==> src/rtl/s8sp_controller_if.sv <==
// S8SP external memory handshake bundle.
// The controller is master; the memory model/port is slave.
interface s8sp_controller_if;
  logic mem_rd;
  logic mem_wr;
  logic mem_ack;

  modport master (
    output mem_rd,
    output mem_wr,
    input  mem_ack
  );

  modport slave (
    input  mem_rd,
    input  mem_wr,
    output mem_ack
  );
endinterface

==> src/rtl/s8sp_controller.sv <==
// S8SP fetch/decode/execute sequencer.
// All datapath strobes decode from state, ir_code and mem_ack.
module s8sp_controller #(
  parameter int MEM_TIMEOUT = 15
) (
  input  logic       clk,
  input  logic       reset,
  input  logic [7:0] ir_code,
  s8sp_controller_if.master mem,
  output logic       load_ar,
  output logic       ar_on_addr,
  output logic       ar_2_data,
  output logic       load_dr,
  output logic       dr_2_data,
  output logic       load_lsb_gr,
  output logic       load_msb_gr,
  output logic       gr_2_data,
  output logic       load_ar_2_pr,
  output logic       inc_pr,
  output logic       pr_2_data,
  output logic       pr_on_addr,
  output logic       load_ir,
  output logic       ir_2_data,
  output logic       alu_2_data,
  output logic       flag_2_data,
  output logic       sub_nadd,
  output logic [1:0] add_oprnd1_sel,
  output logic [1:0] add_oprnd2_sel,
  output logic       halted,
  output logic       bus_err,
  output logic       illegal_op
);

  localparam int CW = $clog2(MEM_TIMEOUT + 1);

  localparam logic [3:0] OP_NOP = 4'h0;
  localparam logic [3:0] OP_LDL = 4'h1;
  localparam logic [3:0] OP_LDH = 4'h2;
  localparam logic [3:0] OP_LDA = 4'h3;
  localparam logic [3:0] OP_STA = 4'h4;
  localparam logic [3:0] OP_ADD = 4'h5;
  localparam logic [3:0] OP_SUB = 4'h6;
  localparam logic [3:0] OP_MOV = 4'h7;
  localparam logic [3:0] OP_GFL = 4'h8;
  localparam logic [3:0] OP_JMP = 4'h9;
  localparam logic [3:0] OP_HLT = 4'hF;

  typedef enum logic [2:0] {
    S_START,
    S_FETCH,
    S_DECODE,
    S_OPND,
    S_MEM,
    S_HALT
  } state_t;

  state_t        state_q, state_d;
  logic [CW-1:0] cnt_q, cnt_d;
  logic          berr_q, berr_d;
  logic          rd, wr;
  logic          ack;
  logic          last_wait;
  logic [3:0]    op;
  logic          ir_unused;

  assign op        = ir_code[7:4];
  assign ir_unused = ^ir_code[3:0];
  assign ack       = mem.mem_ack;
  // last cycle an ack is still accepted; without it the access times out
  assign last_wait = (cnt_q == CW'(MEM_TIMEOUT - 1));

  assign mem.mem_rd = rd & ~reset;
  assign mem.mem_wr = wr & ~reset;
  assign bus_err    = berr_q;

  always_ff @(posedge clk) begin
    if (reset) begin
      state_q <= S_START;
      cnt_q   <= '0;
      berr_q  <= 1'b0;
    end else begin
      state_q <= state_d;
      cnt_q   <= cnt_d;
      berr_q  <= berr_d;
    end
  end

  always_comb begin
    state_d        = state_q;
    cnt_d          = cnt_q;
    berr_d         = berr_q;
    rd             = 1'b0;
    wr             = 1'b0;
    load_ar        = 1'b0;
    ar_on_addr     = 1'b0;
    ar_2_data      = 1'b0;
    load_dr        = 1'b0;
    dr_2_data      = 1'b0;
    load_lsb_gr    = 1'b0;
    load_msb_gr    = 1'b0;
    gr_2_data      = 1'b0;
    load_ar_2_pr   = 1'b0;
    inc_pr         = 1'b0;
    pr_2_data      = 1'b0;
    pr_on_addr     = 1'b0;
    load_ir        = 1'b0;
    ir_2_data      = 1'b0;
    alu_2_data     = 1'b0;
    flag_2_data    = 1'b0;
    sub_nadd       = 1'b0;
    add_oprnd1_sel = 2'b00;
    add_oprnd2_sel = 2'b00;
    halted         = 1'b0;
    illegal_op     = 1'b0;

    unique case (state_q)
      S_START: begin
        cnt_d   = '0;
        state_d = S_FETCH;
      end
      S_FETCH: begin
        pr_on_addr = 1'b1;
        rd         = 1'b1;
        if (ack) begin
          load_ir = 1'b1;
          inc_pr  = 1'b1;
          cnt_d   = '0;
          state_d = S_DECODE;
        end else if (last_wait) begin
          berr_d  = 1'b1;
          state_d = S_HALT;
        end else begin
          cnt_d = cnt_q + 1'b1;
        end
      end
      S_DECODE: begin
        cnt_d   = '0;
        state_d = S_FETCH;
        unique case (op)
          OP_NOP: ;
          OP_LDL: begin
            ir_2_data   = 1'b1;
            load_lsb_gr = 1'b1;
          end
          OP_LDH: begin
            ir_2_data   = 1'b1;
            load_msb_gr = 1'b1;
          end
          OP_ADD, OP_SUB: begin
            add_oprnd1_sel = 2'b10;
            add_oprnd2_sel = 2'b01;
            sub_nadd       = (op == OP_SUB);
            alu_2_data     = 1'b1;
            load_lsb_gr    = 1'b1;
            load_msb_gr    = 1'b1;
          end
          OP_MOV: begin
            gr_2_data = 1'b1;
            load_dr   = 1'b1;
          end
          OP_GFL: begin
            flag_2_data = 1'b1;
            load_lsb_gr = 1'b1;
            load_msb_gr = 1'b1;
          end
          OP_LDA, OP_STA, OP_JMP: state_d = S_OPND;
          OP_HLT: state_d = S_HALT;
          default: illegal_op = 1'b1;
        endcase
      end
      S_OPND: begin
        pr_on_addr = 1'b1;
        rd         = 1'b1;
        if (ack) begin
          cnt_d = '0;
          if (op == OP_JMP) begin
            load_ar_2_pr = 1'b1;
            state_d      = S_FETCH;
          end else begin
            load_ar = 1'b1;
            inc_pr  = 1'b1;
            state_d = S_MEM;
          end
        end else if (last_wait) begin
          berr_d  = 1'b1;
          state_d = S_HALT;
        end else begin
          cnt_d = cnt_q + 1'b1;
        end
      end
      S_MEM: begin
        ar_on_addr = 1'b1;
        if (op == OP_STA) begin
          wr        = 1'b1;
          gr_2_data = 1'b1;
        end else begin
          rd = 1'b1;
        end
        if (ack) begin
          load_dr = (op != OP_STA);
          cnt_d   = '0;
          state_d = S_FETCH;
        end else if (last_wait) begin
          berr_d  = 1'b1;
          state_d = S_HALT;
        end else begin
          cnt_d = cnt_q + 1'b1;
        end
      end
      S_HALT: halted = 1'b1;
      default: state_d = S_START;
    endcase
  end

endmodule
==> src/flat_wrapper.sv <==
// flat-port wrapper written by rule: the top's interface ports become plain ports
module s8sp_controller_flat 
#(
  parameter int MEM_TIMEOUT = 15
)
  (clk, reset, ir_code, load_ar, ar_on_addr, ar_2_data, load_dr, dr_2_data, load_lsb_gr, load_msb_gr, gr_2_data, load_ar_2_pr, inc_pr, pr_2_data, pr_on_addr, load_ir, ir_2_data, alu_2_data, flag_2_data, sub_nadd, add_oprnd1_sel, add_oprnd2_sel, halted, bus_err, illegal_op, mem_mem_rd, mem_mem_wr, mem_mem_ack);
  s8sp_controller_if mem_i ();
  input  logic clk;
  input  logic reset;
  input  logic [7:0] ir_code;
  output logic load_ar;
  output logic ar_on_addr;
  output logic ar_2_data;
  output logic load_dr;
  output logic dr_2_data;
  output logic load_lsb_gr;
  output logic load_msb_gr;
  output logic gr_2_data;
  output logic load_ar_2_pr;
  output logic inc_pr;
  output logic pr_2_data;
  output logic pr_on_addr;
  output logic load_ir;
  output logic ir_2_data;
  output logic alu_2_data;
  output logic flag_2_data;
  output logic sub_nadd;
  output logic [1:0] add_oprnd1_sel;
  output logic [1:0] add_oprnd2_sel;
  output logic halted;
  output logic bus_err;
  output logic illegal_op;
  output wire logic [$bits(mem_i.mem_rd)-1:0] mem_mem_rd;
  output wire logic [$bits(mem_i.mem_wr)-1:0] mem_mem_wr;
  input wire logic [$bits(mem_i.mem_ack)-1:0] mem_mem_ack;
  assign mem_mem_rd = mem_i.mem_rd;
  assign mem_mem_wr = mem_i.mem_wr;
  assign mem_i.mem_ack = mem_mem_ack;
  s8sp_controller #(.MEM_TIMEOUT(MEM_TIMEOUT)) u_core (.clk(clk), .reset(reset), .ir_code(ir_code), .mem(mem_i), .load_ar(load_ar), .ar_on_addr(ar_on_addr), .ar_2_data(ar_2_data), .load_dr(load_dr), .dr_2_data(dr_2_data), .load_lsb_gr(load_lsb_gr), .load_msb_gr(load_msb_gr), .gr_2_data(gr_2_data), .load_ar_2_pr(load_ar_2_pr), .inc_pr(inc_pr), .pr_2_data(pr_2_data), .pr_on_addr(pr_on_addr), .load_ir(load_ir), .ir_2_data(ir_2_data), .alu_2_data(alu_2_data), .flag_2_data(flag_2_data), .sub_nadd(sub_nadd), .add_oprnd1_sel(add_oprnd1_sel), .add_oprnd2_sel(add_oprnd2_sel), .halted(halted), .bus_err(bus_err), .illegal_op(illegal_op));
endmodule
==> config.mk <==
export PLATFORM = sky130hd
export DESIGN_NAME = s8sp_controller_flat
export DESIGN_NICKNAME = d
export VERILOG_FILES = /design/src/rtl/s8sp_controller_if.sv /design/src/rtl/s8sp_controller.sv /design/src/flat_wrapper.sv
export SDC_FILE = /design/constraint.sdc
export NUM_CORES = 1
export LEC_CHECK = 0
export CORE_MARGIN = 3
export CORE_UTILIZATION = 35
export CTS_BUF_LIST = sky130_fd_sc_hd__clkbuf_4 sky130_fd_sc_hd__clkbuf_8
export CTS_CLUSTER_SIZE = 25
export DETAILED_ROUTE_END_ITERATION = 10
export HOLD_SLACK_MARGIN = 0.1
export PLACE_DENSITY = 0.66
export SETUP_SLACK_MARGIN = 0.02
export SYNTH_ARGS = -nofsm -noshare
export SYNTH_HDL_FRONTEND = slang
export SYNTH_SLANG_ARGS = --single-unit
==> constraint.sdc <==
create_clock -name clk -period 4.7 [get_ports clk]
set_input_delay 0.94 -clock clk [delete_from_list [all_inputs] [get_ports clk]]
set_output_delay 0.94 -clock clk [all_outputs]
set_load 0.02 [all_outputs]
* Word-level counts from Yosys, hierarchy flattened
Cells that the tools add are included.
Word-level totals: register bits after elaboration 8, bits of input ports 11, word-level logic and storage cells 88
Cells by class: add/sub/neg operators 1, equality and inequality tests 18, muxes and demuxes 48, bitwise logic cells 4, reduce and logical (&&, ||, !) cells 14
Operator list (count):
- 1-bit two-way mux | 31
- 3-bit case mux with 6 select lines | 1
- 4-bit by 3-bit equality test with 1-bit output (second input constant) | 4
- 4-bit equality test (second input constant) | 4
- 3-bit two-way mux | 5
- 11-bit OR reduction | 1
- 4-bit by 2-bit equality test with 1-bit output (second input constant) | 2
- 4-bit two-way mux | 2
- 1-bit case mux with 2 select lines | 4
- 4-bit case mux with 2 select lines | 1
- 2-bit OR reduction | 4
- 4-bit OR reduction | 2
- 3-bit by 2-bit equality test with 1-bit output (second input constant) | 2
- 3-bit equality test (second input constant) | 2
- 2-bit two-way mux | 3
- 3-bit case mux with 2 select lines | 1
- 3-bit OR reduction | 2
- 4-bit by 1-bit adder with 4-bit output (second input constant) | 1
- 4-bit by 1-bit equality test with 1-bit output (second input constant) | 1
- 4-bit zero test | 1
- 4-bit by 3-bit != test with 1-bit output (second input constant) | 1
- 3-bit by 1-bit equality test with 1-bit output (second input constant) | 1
- 3-bit zero test | 1
- 3-bit != test (second input constant) | 1
- other kinds (5) | 7

* Logic depth before layout (Yosys ltp)
depth after elaboration 4, gate-level depth with buffers 6, depth with buffers taken out 6

* Worst setup path after synthesis
Ideal clock, no wire load.
path kind input-to-output, from in ir_code[5], to out load_msb_gr, arrival 2.066 ns, setup slack 1.694 ns, stages 4, buffers on the path 1, path through buf_2 > nor3_2 > a211oi_1 > a211oi_1
On the way: word-level cells in the longest chain between the ends 4
Ends and longest elaborated chain:
- from (decl) | line flat_wrapper.sv:10 | input logic [7:0] ir_code;
- 4-bit by 2-bit equality test with 1-bit output, or another cell as far along | line s8sp_controller.sv:139 | unique case (op)
- 4-bit OR reduction (no line) *
- 1-bit two-way mux * | line s8sp_controller.sv:139
- 1-bit two-way mux * | line s8sp_controller.sv:116 | unique case (state_q)
- to (decl) | line flat_wrapper.sv:17 | output logic load_msb_gr;
Every way passes the cells marked *; elsewhere a longest branch is shown, timed or not.

* Final worst setup path
from in ir_code[5], to out gr_2_data
On the way: word-level cells in the longest chain between the ends 3
Ends and longest elaborated chain:
- 4-bit by 3-bit equality test with 1-bit output (on tied branches) | line s8sp_controller.sv:193, s8sp_controller.sv:139
- 1-bit two-way mux (on tied branches) | line s8sp_controller.sv:193, s8sp_controller.sv:139
- 1-bit case mux with 2 select lines * | line s8sp_controller.sv:116
- to (decl) | line flat_wrapper.sv:18 | output logic gr_2_data;
Marked as above.

==> metrics.txt <==
number of buffers and inverters on the critical path=2; Remaining DRCs=0; total wire length=1.91 mm; GP Congestion=a little over 0.8; TritonCTS buffer count=3; maximum root-to-sink buffer count=2; CP cell instances=clkdlybuf4s50_1, or3b_1, nor2_2, nand2_1, o31ai_1, clkdlybuf4s50_1; FF-to-FF path depth=4; Worst setup EP type=output port; Synth Area per Inst=between 6 and 7 um^2; aggregate global routing overflow=0; FF-to-FF Start=u_core.state_q[2]; via count=approximately 870; Arr. time, crit path=roughly 3.0 ns; Sum Neg Setup Slack=0 ns; Area Overhead vs Synth=32.2%; I/O Pins=37; Hold WC Path Type=reg2reg; max cap viols=0; commonest non-fill, non-tap cell in the layout=clkdlybuf4s50_1; post-synthesis register bit count=8; max incr delay on CP=between 0.6 and 0.7 ns; register area share after synthesis=between 20% and 30%; worst endpoint required time=between 3 and 4 ns; worst setup skew after layout=approximately 0.0027 ns; DIE HEIGHT=53.8 um; post-cts resize count=0; slowest library cell on the worst path=clkdlybuf4s50_1; CTS root buffer=clkbuf_4; worst r2r dst=u_core.cnt_q[0]; global-route wire length before repair=3.21 mm; f_max=255 MHz; Worst VDD drop=0.113 mV; Initial Util=between 30% and 40%; Final Hold Fails=0; Cells after Synth=between 100 and 150; WL/cell=~12 um; core footprint=roughly 2100 um^2; startpoint type of the worst setup path=primary input; minimum clock period=between 3 and 4 ns; number of diodes=0; Yosys cell types=34; ratio of cells with drive above 1 in the final layout=between 6 and 7%; stages on the worst setup path=6; P per Cell Area=between 150 and 200 nW/um^2; Design Area, Final=between 1000 and 1500 um^2; Sink Count=8; setup repair bufs after CTS=0; Worst-Skew Late Latency=between 0.2 and 0.3 ns; DRT antenna net count=0; drt pass-1 iters=4; Reg clk slew, reported paths=around 0.050 ns; most frequent CP cell=clkdlybuf4s50_1; detailed placer's ending HPWL=1.46 mm; Rows=16; crit-path max FO=11; PortBufs=27; initial DRC count=24; RSZ-0062 raised after global routing=no; Hold Path End=u_core.bus_err; fin. max-slew vios=0; NumNets Final=153; final setup vio count=0; commonest non-fill, non-tap cells in the layout=27 x clkdlybuf4s50_1, 14 x nor2_1, 9 x a21oi_1; vias in the first global route=between 700 and 800; cell area after synthesis=~800 um^2; Die Area=between 2000 and 3000 um^2; Synthesis Warnings=0; worst setup path class=in2out; Power Total=around 0.18 mW; largest net degree at the start of global routing=15; Reg2Reg Setup Slack=around 2.9 ns; status=completed; routed vias/inst=5.24; htree depth=1; Final Util=51.3%; Leakage=0.385 nW; CTS tree=done; Top delay family on crit path=buffers and inverters; CTS Hold Bufs=0; min-delay src=u_core.bus_err; GRT Util Overall=~15%; Die X=approximately 54 um; initial antenna violation count=0; Cell Area, Placed=between 1000 and 1500 um^2; part of the cycle the worst path needs=a little over four fifths; hold depth=2
## stage by stage
| stage | hold slack (ns) | worst slack (ns) | std cells |
|---|---|---|---|
| final | 0.464 | 0.780 | 165 |
| after global routing | 0.531 | 0.589 | 165 |
| after CTS | 0.475 | 0.750 | 165 |
| after detailed placement | 0.464 | 0.758 | 162 |
| after global placement | 0.459 | 0.797 | 162 |
| after floorplan | 0.486 | 1.69 | 122 |
## flip-flops by register name, summed over array words and instances (netlist names)
name            flops
u_core.state_q      3
u_core.cnt_q        4
u_core.bus_err      1
## area by class of cell
type	count	area, um^2
fillers	219	1000
multi-input cells	92	541
repair buffers	27	270
flip-flops and latches	8	160
well taps	27	33.8
inverters	8	30.0
clock buffers	3	22.5
## tightest hold or removal path, cell delays in order, from the launching register on
cell and delay, ns:
dfxtp_1 0.32, nor2_1 0.04, nor2_1 0.07
## power breakdown
part           switching, mW  internal (mW)  total (mW)  leakage (nW)
clock                 0.0248         0.0293      0.0541        0.0138
sequential           0.00547         0.0699      0.0754        0.0651
combinational         0.0311         0.0219      0.0530         0.306
total                 0.0613          0.121       0.183         0.385
## how the worst max path moves through the flow
| stage | from | end | slack (ns) |
|---|---|---|---|
| 5_1_grt | ir_code[7] | load_msb_gr | 0.59 |
| 6_report | ir_code[5] | gr_2_data | 0.78 |
| 3_5_place_dp | ir_code[5] | gr_2_data | 0.76 |
| 4_1_cts | ir_code[5] | gr_2_data | 0.75 |
| 3_3_place_gp | ir_code[7] | load_msb_gr | 0.80 |
| 2_1_floorplan | ir_code[5] | load_msb_gr | 1.69 |
## layer usage
metal	up-vias	share of wire (%)	GRT usage [%]
li1	451	-	-
met2	32	42	22.4
met1	380	48	20.6
met5	-	0	0
met4	0	0.68	3.83
met3	2	8.9	3.05
## synth_stat cells, drive strengths merged
master	number	area, um^2
a211oi	4	35.0
o31ai	1	7.51
xnor2	2	17.5
o21a	2	15.0
nand2b	3	18.8
ha	2	25.0
o41a	1	11.3
nor4	2	12.5
dfxtp	8	160
nor2	15	58.8
or3b	3	26.3
clkbuf	3	11.3
nor2b	1	6.26
nor3	7	40.0
and3	4	25.0
nand3	7	35.0
a32oi	1	8.76
a31oi	4	25.0
conb	1	3.75
a22o	1	8.76
inv	8	30.0
nand2	7	26.3
nor3b	2	15.0
a21oi	9	45.0
or3	3	18.8
a2111oi	1	15.0
o21ai	5	25.0
buf	11	72.6
## logic make-up after synthesis
group / Yosys count / synth area share [%]
adder cells (fa/ha/maj): 2 / 3.13
buffers and inverters: 22 / 14.2
AO/OA/AOI/OAI: 29 / 24.6
AND/OR/NAND/NOR: 54 / 35.4
XOR/XNOR: 2 / 2.19
other: 1 / 0.469
flip-flops: 8 / 20.0
No activity file was read; power rests on OpenSTA's default activity.
